**src/rtl/instr_fetch_unit.sv**
```systemverilog
// rtl/instr_fetch_unit.sv - PC-driven instruction fetch with req/ack memory port and decode FIFO
// Optional FETCH_BYPASS_EN: zero-latency forwarding of imem_rdata when the FIFO is empty.
module instr_fetch_unit #(
  parameter int FIFO_DEPTH = 2,
  parameter int XLEN       = 32
) (
  input  logic            clk,
  input  logic            rst_n,
  input  logic [XLEN-1:0] pc,
  input  logic            pc_load,
  input  logic            flush,
  output logic            fetch_busy,
  output logic            misalign_err,
  output logic            imem_req,
  output logic [XLEN-1:0] imem_addr,
  input  logic            imem_ack,
  input  logic [31:0]     imem_rdata,
  output logic            inst_valid,
  input  logic            inst_ready,
  output logic [31:0]     inst,
  output logic [XLEN-1:0] inst_pc
);
  localparam int PW = (FIFO_DEPTH > 1) ? $clog2(FIFO_DEPTH) : 1;
  localparam logic [PW:0] DEPTH_C = FIFO_DEPTH[PW:0];

  typedef enum logic [1:0] {IDLE, REQ, HOLD, DRAIN} state_t;
  state_t state, state_next;

  logic [XLEN-1:0] addr_q, req_addr, pc_aligned;
  logic            pending;
  logic [XLEN-1:0] pc_mem   [FIFO_DEPTH];
  logic [31:0]     data_mem [FIFO_DEPTH];
  logic [PW-1:0]   wr_ptr, rd_ptr;
  logic [PW:0]     count;
  logic            accept, has_room, empty, fifo_push, fifo_pop, bypass_hit;

  assign pc_aligned = {pc[XLEN-1:2], 2'b00};
  assign accept     = pc_load && ((state == IDLE) || flush);
  assign has_room   = count < DEPTH_C;
  assign empty      = (count == '0);
  assign imem_addr  = req_addr;

`ifdef FETCH_BYPASS_EN
  assign bypass_hit = (state == REQ) && imem_ack && !flush && empty;
`else
  assign bypass_hit = 1'b0;
`endif

  // A bypassed word consumed in the same cycle never occupies a FIFO slot.
  assign fifo_push = (state == REQ) && imem_ack && !flush && !(bypass_hit && inst_ready);
  assign fifo_pop  = !empty && inst_ready && !flush;

  always_ff @(posedge clk or negedge rst_n) begin
    if (!rst_n) state <= IDLE;
    else        state <= state_next;
  end

  always_comb begin
    state_next = state;
    if (flush) begin
      case (state)
        REQ:     state_next = imem_ack ? (pc_load ? REQ : IDLE) : DRAIN;
        DRAIN:   state_next = imem_ack ? (pc_load ? REQ : IDLE) : DRAIN;
        default: state_next = pc_load ? REQ : IDLE;
      endcase
    end else begin
      case (state)
        IDLE:    if (accept) state_next = has_room ? REQ : HOLD;
        HOLD:    if (has_room) state_next = REQ;
        REQ:     if (imem_ack) state_next = IDLE;
        DRAIN:   if (imem_ack) state_next = pending ? REQ : IDLE;
        default: state_next = IDLE;
      endcase
    end
  end

  always_comb begin
    imem_req   = (state == REQ) || (state == DRAIN);
    fetch_busy = (state != IDLE);
  end

  always_ff @(posedge clk or negedge rst_n) begin
    if (!rst_n) begin
      addr_q       <= '0;
      req_addr     <= '0;
      pending      <= 1'b0;
      misalign_err <= 1'b0;
    end else begin
      misalign_err <= accept && (|pc[1:0]);
      if (accept) addr_q <= pc_aligned;
      // imem_addr only moves when a new request starts, so it stays stable through a drain.
      if (state_next == REQ && (state != REQ || flush))
        req_addr <= accept ? pc_aligned : addr_q;
      if (state_next == DRAIN) pending <= flush ? pc_load : pending;
      else                     pending <= 1'b0;
    end
  end

  always_ff @(posedge clk or negedge rst_n) begin
    if (!rst_n) begin
      wr_ptr <= '0;
      rd_ptr <= '0;
      count  <= '0;
    end else if (flush) begin
      wr_ptr <= '0;
      rd_ptr <= '0;
      count  <= '0;
    end else begin
      if (fifo_push) wr_ptr <= wr_ptr + 1'b1;
      if (fifo_pop)  rd_ptr <= rd_ptr + 1'b1;
      if (fifo_push && !fifo_pop)      count <= count + 1'b1;
      else if (fifo_pop && !fifo_push) count <= count - 1'b1;
    end
  end

  always_ff @(posedge clk) begin
    if (fifo_push) begin
      pc_mem[wr_ptr]   <= req_addr;
      data_mem[wr_ptr] <= imem_rdata;
    end
  end

  always_comb begin
    inst_valid = !empty || bypass_hit;
    inst       = '0;
    inst_pc    = '0;
    if (!empty) begin
      inst    = data_mem[rd_ptr];
      inst_pc = pc_mem[rd_ptr];
    end else if (bypass_hit) begin
      inst    = imem_rdata;
      inst_pc = req_addr;
    end
  end
endmodule

```
**config.mk**
```make
export PLATFORM = sky130hd
export DESIGN_NAME = instr_fetch_unit
export DESIGN_NICKNAME = d
export VERILOG_FILES = /design/src/rtl/instr_fetch_unit.sv
export SDC_FILE = /design/constraint.sdc
export NUM_CORES = 1
export LEC_CHECK = 0
export CORE_ASPECT_RATIO = 0.5
export CORE_UTILIZATION = 50
export DETAILED_ROUTE_END_ITERATION = 6
export GPL_ROUTABILITY_DRIVEN = 0
export PLACE_DENSITY = 0.81
export SLEW_MARGIN = 20
export SYNTH_ARGS = -nofsm -noshare
export SYNTH_HDL_FRONTEND = slang
export SYNTH_SLANG_ARGS = --single-unit
```
**constraint.sdc**
```tcl
create_clock -name clk -period 9.4 [get_ports clk]
set_input_delay 1.88 -clock clk [delete_from_list [all_inputs] [get_ports clk]]
set_output_delay 1.88 -clock clk [all_outputs]
set_load 0.01 [all_outputs]
```
==> results.md <==
- Slew headroom: 0.3824
- Clock Sinks: 200
- Wire per inst: 18.08 µm
- Final nets: 703
- Peak supply drop: 0.1464 mV
- CP arrival: 2.77 ns
- Starting DRT DRC Count: 195
- Final number of setup-violating endpoints: 0
- N_diodes: 0
- Register area share after synthesis: 0.7249
- Cells after Synth: 460
- PostCTS Resize Cnt: 0
- Top FF cell, synth: edfxtp_1
- CTS tree: done
- Reg-to-reg setup timing slack: 7.06 ns
- DP HPWL: 9.560 mm
- Synth top area share: 0.4936
- Core Box Area: 0.01482 mm²
- Netlist cell types: 31
- Pleak: 3.682 nW
- Final global-route overflow total: 0
- DR vias/cell: 5.132
- Die area: 0.01611 mm²
- Main combinational cell family by area after synthesis: multiplexers
- Area leader, netlist: edfxtp_1
- RSZ-0062 raised after global routing: no
- Yosys Warn Count: 0
- Drt first pass iters: 5
- Antenna-violating nets left: 0
- Row Count: 31
- WP data required: 7.52 ns
- Pwr Total: 2.295 mW
- Total negative slack: 0 ns
- Share of layout cells above drive strength 1: 0.1687
- Synth Area in Compound Gates: 0.008997
- Post-CTS Setup Inserts: 0
- Worst r2r dst: imem_addr[1]$_DFFE_PN0P_
- Largest net degree at the start of global routing: 73
- Worst r2r path cells: 5
- Initial Utilization: 0.5256
- Min-Delay Endpoint: addr_q[0]$_DFF_PN0_
- Async S/R FF share, synth: 0.3600
- Via count: 4,331
- Number of global-route vias before repair: 4,404
- Post-synth EDFFs: 128
- Clock slew at reported path FFs: 0.07 ns
- Area contributors post-synth: edfxtp_1 (49%), dfrtp_1 (23%), mux2i_1 (8.2%), mux2_4 (5.8%), mux2_2 (4.6%)
- Hold depth: 1
- Synthesis-to-finish area growth: 31.15%
- Clock Path Buffers: 2
- Io pins: 170
- Clock Latency Late Sink: 0.42 ns
- Syn Area/Cell: 16.93 µm²
- First-pass GRT wire length: 23.76 mm
- MaxCap Viol Count: 0
- HP Start: addr_q[0]$_DFF_PN0_
- Drt drc: 0
- Post-Synth Adder-Cell Area: 0
- Root Buffer: clkbuf_16
- Worst Hold Slack: 0.4833 ns
- Crit share post-route: 0.4947
- Crit path time final: 4.651 ns
- Multiplexer share of the synthesized area: 0.1864
- R2R Path Start: state[0]$_DFF_PN0_
- Synthesized area: 0.007787 mm²
- Final Skew: 0.01371 ns
- Pwr/cell area: 224.7 mW/mm²
- #FFs+latches synth: 200
- Hold-fix buffers at CTS: 0
- TritonCTS Buffers: 17
- CP Max Fanout: 37
- CP startpoint kind: register
- Buffers on Ports: 169
- Slew Limit Fails: 0
- Die X: 178.5 µm
- Fin. Hold Viols: 0
- Die H: 90.25 µm
- Routed WL: 15.26 mm
- Worst Hold Class: reg -> reg
- Post-Synth Simple-Gate Area: 0.05254
- Initial antenna violation count: 0
- Status: finished, final reports clean
- Net Count, Synth: 530
- Peak Freq: 215.0 MHz
- Global router's overall resource usage: 0.1973
- CP Class: reg -> out
- H-tree depth: 4
- XOR/XNOR share of the synthesized area: 0.003374
- Slew of the pin with the lowest slew margin: 0.9264 ns
- Crit end category: output pin
[cells by family (layout without fill, tap and decap cells)]
family / Yosys count / in the layout
AOI/OAI and AO/OA: 9 / 9
muxes: 126 / 126
DFF: 200 / 200
xor gates and xnor gates: 3 / 3
and+or+nand+nor: 97 / 97
buffers and inverters: 25 / 211
[power breakdown]
group	internal [mW]	leakage (nW)	switching (mW)	total [mW]
combinational	0.276	1.40	0.173	0.449
clock	0.356	0.265	0.331	0.688
sequential	1.08	2.02	0.0829	1.16
[cell usage after synthesis, types with 2 or more instances]
library cell and n:
mux2i_1 64, and2_1 4, a21oi_1 2, mux2_4 30, inv_1 2, xor2_1 2
buf_12 3, nand2_1 4, o21ai_0 2, nor2b_1 4, nor2_1 77, dfrtp_1 72
clkbuf_1 5, edfxtp_1 128, mux2_2 32, buf_2 5, buf_1 5, nor4_1 3
buf_6 4
[stage by stage]
step	cell area (µm²)	utilization	cells	worst slack [ns]
floorplan	7787	-	460	0.04183
global placement	9629	0.6499	811	4.856
detailed placement	9629	0.6499	811	4.767
CTS	10180	0.6874	843	4.716
global route	10210	0.6893	844	4.609
finish	10210	0.6893	844	4.749
[layer usage]
| layer | global-route usage | part of all wire | wire [µm] |
|---|---|---|---|
| met4 | 0.06144 | 0.013 | 198 |
| met1 | 0.2452 | 0.43 | 6532 |
| met5 | 0 | 0 | 0 |
| met3 | 0.04357 | 0.036 | 553 |
| met2 | 0.3433 | 0.52 | 7979 |
[layout make-up]
| class | instances | area [µm²] |
|---|---|---|
| well taps | 198 | 247.7 |
| clock inverters | 12 | 108.9 |
| multi-input cells | 235 | 1987 |
| clock buffers | 20 | 446.7 |
| inverters | 2 | 7.507 |
| flip-flops and latches | 200 | 5649 |
| repair buffers | 177 | 1767 |
| fillers | 972 | 4603 |
[placed cells by master (no fill, tap or decap), types with 3 or more instances in the layout]
| master | netlist | layout |
|---|---|---|
| clkdlybuf4s50_1 | 0 | 168 |
| edfxtp_1 | 128 | 128 |
| nor2_1 | 77 | 76 |
| dfrtp_1 | 72 | 71 |
| mux2i_1 | 64 | 64 |
| mux2_2 | 32 | 32 |
| mux2_4 | 30 | 30 |
| clkbuf_16 | 0 | 17 |
| buf_4 | 0 | 7 |
| nand2_1 | 4 | 4 |
| nor2b_1 | 4 | 4 |
| inv_8 | 0 | 4 |
| and2_1 | 4 | 3 |
| clkinvlp_4 | 0 | 3 |
[worst max-delay path: stages, from the launching register on]
cell and delay (ns):
dfrtp_4 0.76, buf_4 0.63, mux2i_1 0.16, nor2_1 0.15
clkdlybuf4s50_1 0.58
[how the worst max path moves through the flow]
stage                             from                  endpoint  slack (ns)  cells past startpoint
CTS                 rd_ptr$_DFFE_PN0P_                inst_pc[5]        4.72                      4
finish              rd_ptr$_DFFE_PN0P_                inst_pc[5]        4.75                      4
global route        rd_ptr$_DFFE_PN0P_               inst_pc[14]        4.61                      4
detailed placement               flush  imem_addr[0]$_DFFE_PN0P_        4.77                      4
global placement                 flush  imem_addr[1]$_DFFE_PN0P_        4.86                      4
floorplan                        flush  data_mem[1][0]$_DFFE_PP_        0.04                      2
[flip-flops by register name, summed over array words and instances, names as in the netlist]
register	count
imem_addr	32
state	2
rd_ptr	1
pending	1
count	2
data_mem	64
misalign_err	1
wr_ptr	1
addr_q	32
pc_mem	64
Note: power is estimated with default switching activity, not from simulation.
